[src/rtl/parc_mem_arbiter.sv]
// parc_mem_arbiter: 2:1 imem/dmem merge onto one memory port, in-order tag FIFO.
// Define PARC_MEM_ARBITER_RR_EN for round-robin ties; default build: dmem wins.

`ifndef VC_MEM_REQ_MSG_SZ
`define VC_MEM_REQ_MSG_SZ(a,d) (1+(a)+$clog2((d)/8)+(d))
`endif
`ifndef VC_MEM_RESP_MSG_SZ
`define VC_MEM_RESP_MSG_SZ(d) (1+$clog2((d)/8)+(d))
`endif

module parc_mem_arbiter #(
  parameter int DEPTH = 4,
  parameter int AW    = 32,
  parameter int DW    = 32
) (
  input  logic clk,
  input  logic reset,
  input  logic [`VC_MEM_REQ_MSG_SZ(AW,DW)-1:0] imemreq_msg,
  input  logic imemreq_val,
  output logic imemreq_rdy,
  output logic [`VC_MEM_RESP_MSG_SZ(DW)-1:0] imemresp_msg,
  output logic imemresp_val,
  input  logic [`VC_MEM_REQ_MSG_SZ(AW,DW)-1:0] dmemreq_msg,
  input  logic dmemreq_val,
  output logic dmemreq_rdy,
  output logic [`VC_MEM_RESP_MSG_SZ(DW)-1:0] dmemresp_msg,
  output logic dmemresp_val,
  output logic [`VC_MEM_REQ_MSG_SZ(AW,DW)-1:0] memreq_msg,
  output logic memreq_val,
  input  logic memreq_rdy,
  input  logic [`VC_MEM_RESP_MSG_SZ(DW)-1:0] memresp_msg,
  input  logic memresp_val,
  output logic err_orphan
);

  localparam int PW = $clog2(DEPTH);
  localparam int CW = PW + 1;

  logic [DEPTH-1:0] tags;
  logic [PW-1:0]    hd;
  logic [PW-1:0]    tl;
  logic [CW-1:0]    cnt;
  logic lock;
  logic lock_src;
  logic gnt;
  logic gnt_val;
  logic tie;
  logic space;
  logic push;
  logic pop;
  logic head;
  logic orphan;
  logic err_q;

`ifdef PARC_MEM_ARBITER_RR_EN
  logic pri;
  assign tie = pri;
`else
  assign tie = 1'b1;
`endif

  // grant select: held grant first, then single requester, then tie-break
  always_comb begin
    gnt = 1'b0;
    priority case (1'b1)
      lock:                       gnt = lock_src;
      imemreq_val && dmemreq_val: gnt = tie;
      dmemreq_val:                gnt = 1'b1;
      default:                    gnt = 1'b0;
    endcase
  end

  assign head    = tags[hd];
  assign pop     = reset & memresp_val & (cnt != '0);
  assign orphan  = reset & memresp_val & (cnt == '0);
  assign space   = (cnt != CW'(DEPTH)) | pop;
  assign gnt_val = gnt ? dmemreq_val : imemreq_val;

  assign memreq_val  = reset & gnt_val & space;
  assign memreq_msg  = gnt ? dmemreq_msg : imemreq_msg;
  assign push        = memreq_val & memreq_rdy;
  assign imemreq_rdy = reset & ~gnt & memreq_rdy & space;
  assign dmemreq_rdy = reset & gnt & memreq_rdy & space;

  assign imemresp_val = pop & ~head;
  assign dmemresp_val = pop & head;
  assign imemresp_msg = memresp_msg;
  assign dmemresp_msg = memresp_msg;
  assign err_orphan   = err_q;

  // tag FIFO: push source on fire, pop head on each routed response
  always_ff @(posedge clk or negedge reset) begin
    if (!reset) begin
      tags <= '0;
      hd   <= '0;
      tl   <= '0;
      cnt  <= '0;
    end else begin
      if (push) begin
        tags[tl] <= gnt;
        tl       <= tl + PW'(1);
      end
      if (pop) hd <= hd + PW'(1);
      cnt <= cnt + CW'(push) - CW'(pop);
    end
  end

  // hold the grant while memory stalls an offered request
  always_ff @(posedge clk or negedge reset) begin
    if (!reset) begin
      lock     <= 1'b0;
      lock_src <= 1'b0;
    end else if (push) begin
      lock <= 1'b0;
    end else if (memreq_val) begin
      lock     <= 1'b1;
      lock_src <= gnt;
    end
  end

`ifdef PARC_MEM_ARBITER_RR_EN
  // round-robin: the loser of each fire is preferred next time
  always_ff @(posedge clk or negedge reset) begin
    if (!reset)    pri <= 1'b0;
    else if (push) pri <= ~gnt;
  end
`endif

  // sticky orphan-response flag
  always_ff @(posedge clk or negedge reset) begin
    if (!reset)      err_q <= 1'b0;
    else if (orphan) err_q <= 1'b1;
  end

endmodule

[config.mk]
export PLATFORM = sky130hd
export DESIGN_NAME = parc_mem_arbiter
export DESIGN_NICKNAME = d
export VERILOG_FILES = /design/src/rtl/parc_mem_arbiter.sv
export SDC_FILE = /design/constraint.sdc
export NUM_CORES = 1
export LEC_CHECK = 0
export CAP_MARGIN = 40
export CORE_AREA = 2 2 125 127
export CTS_CLUSTER_SIZE = 14
export DETAILED_ROUTE_END_ITERATION = 12
export DIE_AREA = 0 0 127 129
export DONT_BUFFER_PORTS = 1
export GPL_TIMING_DRIVEN = 0
export HOLD_SLACK_MARGIN = 0.06
export PLACE_DENSITY_LB_ADDON = 0.12
export SLEW_MARGIN = 15
export SYNTH_ARGS = -nofsm -noshare
export SYNTH_HDL_FRONTEND = slang
export SYNTH_SLANG_ARGS = --single-unit
[constraint.sdc]
create_clock -name clk -period 3 [get_ports clk]
set_clock_uncertainty 0.2 [all_clocks]
set_input_delay 0.15 -clock clk [delete_from_list [all_inputs] [get_ports clk]]
set_output_delay 0.15 -clock clk [all_outputs]
set_load 0.02 [all_outputs]
==> impl_metrics.ini <==
[critical_path]
start_kind = flip-flop
worstSetupPathType = reg2reg
critPathMaxFanout = 8
worstPathRequired_ns = 2.93
crit_chain = a21boi_1 -> o221a_2 -> nand2_4 -> ha_1 -> inv_1 -> ha_1 -> fa_1 -> xnor2_1 -> xnor2_1
cp_top_family = adder cells
crit_buf_inv = 1
reg2reg_depth = 9
cp_slowest_cell = dfrtp_1
crit_cells = 9
slowest_delay_ns = 0.42
cp.arrival_ns = 2.42
cp-end-kind = flip-flop

[final_layout]
regArea_um2 = 350.3
nFillCells = 1649
drive_gt1_frac = 0.7315
num_antenna_cells = 0
nets = 399
multi_input_area_mm2 = 0.001170
final-instance-count-excl-fill = 404
syn2layout_area_growth_pct = 17.09

[worst_hold_path]
hold_path_depth = 3
hold_path.class = in2reg

[pwr]
cellPowerDensity_mw_per_mm2 = 966.7
cellLeakagePower_uw = 0.001060
ir_drop_v = 0.0002209

[routing]
routed_wl_um = 7816
ant_nets = 0
drc = 0
via_per_inst = 3.886
post_drt_wl_per_cell_um = 19.35
vias = 1570
drt-initial-drc-count = 46
first_pass_iters = 4

[place]
placed_cells = 396
gp_congestion = 0.7014
io_buffer_count = 0
hpwl_um = 6931

[global_routing]
globalRoute.totalOverflow = 0
grt_usage = 0.07637
grt_pass1_vias = 1485
grt_pass1_wl_um = 9252
grt_max_degree = 17
antenna_found_initial = 0

[floorplanning]
die_h_um = 129
core_area_mm2 = 0.01498
dieArea_mm2 = 0.01638
pin_count = 318
rows = 45
die_x_um = 127
start_util = 0.1432

[synthesis]
async_flop_share = 1.000
netlist.area_leader.share = 0.3518
synth.avg_cell_area_um2 = 10.31
synthCells = 208
ys_top_cells_by_area = mux2_2 35%, buf_4 25%, dfrtp_1 16%, ha_1 3.5%, buf_6 3.2%
synth-warning-count = 0
synth.cell_area_mm2 = 0.002145
synth.largest_area_cell = mux2_2
synth.distinct_cells = 29
synth_edf_count = 0
ys_seq_area_frac = 0.1634
syn_nets = 390
synthFlopType = dfrtp_1
ys_ff_latch = 14

[clock_tree]
clk_latency_ns = 0.24
clk_pin_slew_ns = 0.05
cts_buffer_depth = 2
h-tree-depth = 1
clkSinkCount = 14
cts_root_buf = clkbuf_16
cts_buffers = 3
cts_tree = yes
post_cts_buffers = 0

[timing]
max_slew_margin = 0.5592
min_period_over_period = 0.8298
fmax_mhz = 401.7
fin_setup_tns_ns = 0
min_period_ns = 2.489
finalMaxSlewViolations = 0
rsz0062_at_grt = no
hold_viol = 0
holdWs_ns = 0.06394
tightest_slew_ns = 0.6591
setup_viol = 0

[job]
maxCapViolations = 0

[outcome]
status = finished clean
[per-layer routing]
layer | track usage | vias to the layer above | share of wire
met1 | 0.09102 | 727 | 0.36
met2 | 0.1436 | 169 | 0.54
li1 | - | 672 | -
met3 | 0.01372 | 2 | 0.098
met5 | 0 | - | 0
met4 | 0.01551 | 0 | 0.0035
[state kept, by name, indices dropped and copies added (netlist names)]
name and count:
cnt 3, err_orphan 1, hd 2, lock 1
lock_src 1, tags 4, tl 2
[cells by family (layout without fill, tap and decap cells)]
group / Yosys count / count (layout) / synth area share
xor+xnor: 5 / 5 / 0.02042
compound gates: 18 / 18 / 0.07877
mux: 70 / 70 / 0.3740
fa+ha+maj: 7 / 7 / 0.04434
buf+inv: 83 / 91 / 0.2911
flops: 14 / 14 / 0.1634
simple gates: 11 / 11 / 0.02801
[worst reg2reg max path, stage by stage, from the launching register on]
cell and delay, ns:
dfrtp_1 0.42, a21boi_1 0.17, o221a_2 0.33, nand2_4 0.10, ha_1 0.29, inv_1 0.04, ha_1 0.19, fa_1 0.38
xnor2_1 0.14, xnor2_1 0.13
[Yosys cell counts (3+ instances only)]
library cell / n
nand2_1: 3
mux2_2: 67
dfrtp_1: 14
a41oi_1: 4
a31oi_1: 5
ha_1: 6
buf_6: 6
inv_1: 5
buf_4: 71
xnor2_1: 4
[layout make-up]
cell class | count | share of cell area
sequential | 14 | 0.1395
clock buffer | 4 | 0.03538
tap | 188 | 0.09367
inverter | 5 | 0.007474
buffer | 78 | 0.2412
multi-input combinational | 111 | 0.4659
timing repair buffer | 4 | 0.01694
[stage by stage]
| step | utilization | cell area, um2 | setup WS, ns | power (uW) |
|---|---|---|---|---|
| finish | 0.1677 | 2511 | 0.5105 | 2428 |
| floorplan | - | 2145 | 0.6687 | 1915 |
| global route | 0.1677 | 2511 | 0.3241 | 2581 |
| CTS | 0.1668 | 2499 | 0.1908 | 2471 |
| detailed placement | 0.1589 | 2380 | 0.4988 | 2168 |
| global placement | 0.1589 | 2380 | 0.4874 | 2174 |
[power breakdown]
group          total (uW)  leakage, uW  internal, uW  switching [uW]
clock network         282    0.0000442           202            80.1
registers             398     0.000158           288             110
logic                1750     0.000857           722            1030
[cell usage in the layout, fill, tap and decap left out, types with 2 or more instances in the layout]
cell type       n
clkbuf_16       3
nand2_1         3
xnor2_1         4
nor2_1          2
a31oi_1         5
inv_1           5
dlygate4sd3_1   3
dfrtp_1        14
nor3_1          2
a21boi_4        2
buf_4          71
a41oi_1         4
ha_1            6
a21oi_1         2
mux2_2         67
buf_6           6
[timing repair]
action	4_1_cts	5_1_grt
endpoints found under the hold margin	22	14
setup endpoints to repair	0	1
resized for setup	0	1
hold buffers	3	1
[worst paths after layout]
path	slack (ns)	to	from
worst max-delay path	0.51	cnt[2]$_DFF_PN0_	lock$_DFFE_PN0P_
worst min-delay path	0.06	tl[0]$_DFFE_PN0P_	memreq_rdy
worst max register to register	0.51	cnt[2]$_DFF_PN0_	lock$_DFFE_PN0P_
worst min register to register	0.29	hd[1]$_DFFE_PN0P_	hd[1]$_DFFE_PN0P_
max in group asynchronous	1.74	lock_src$_DFFE_PN0P_	reset
min in group asynchronous	0.44	cnt[0]$_DFF_PN0_	reset
Note: power is estimated with default switching activity, not from simulation.
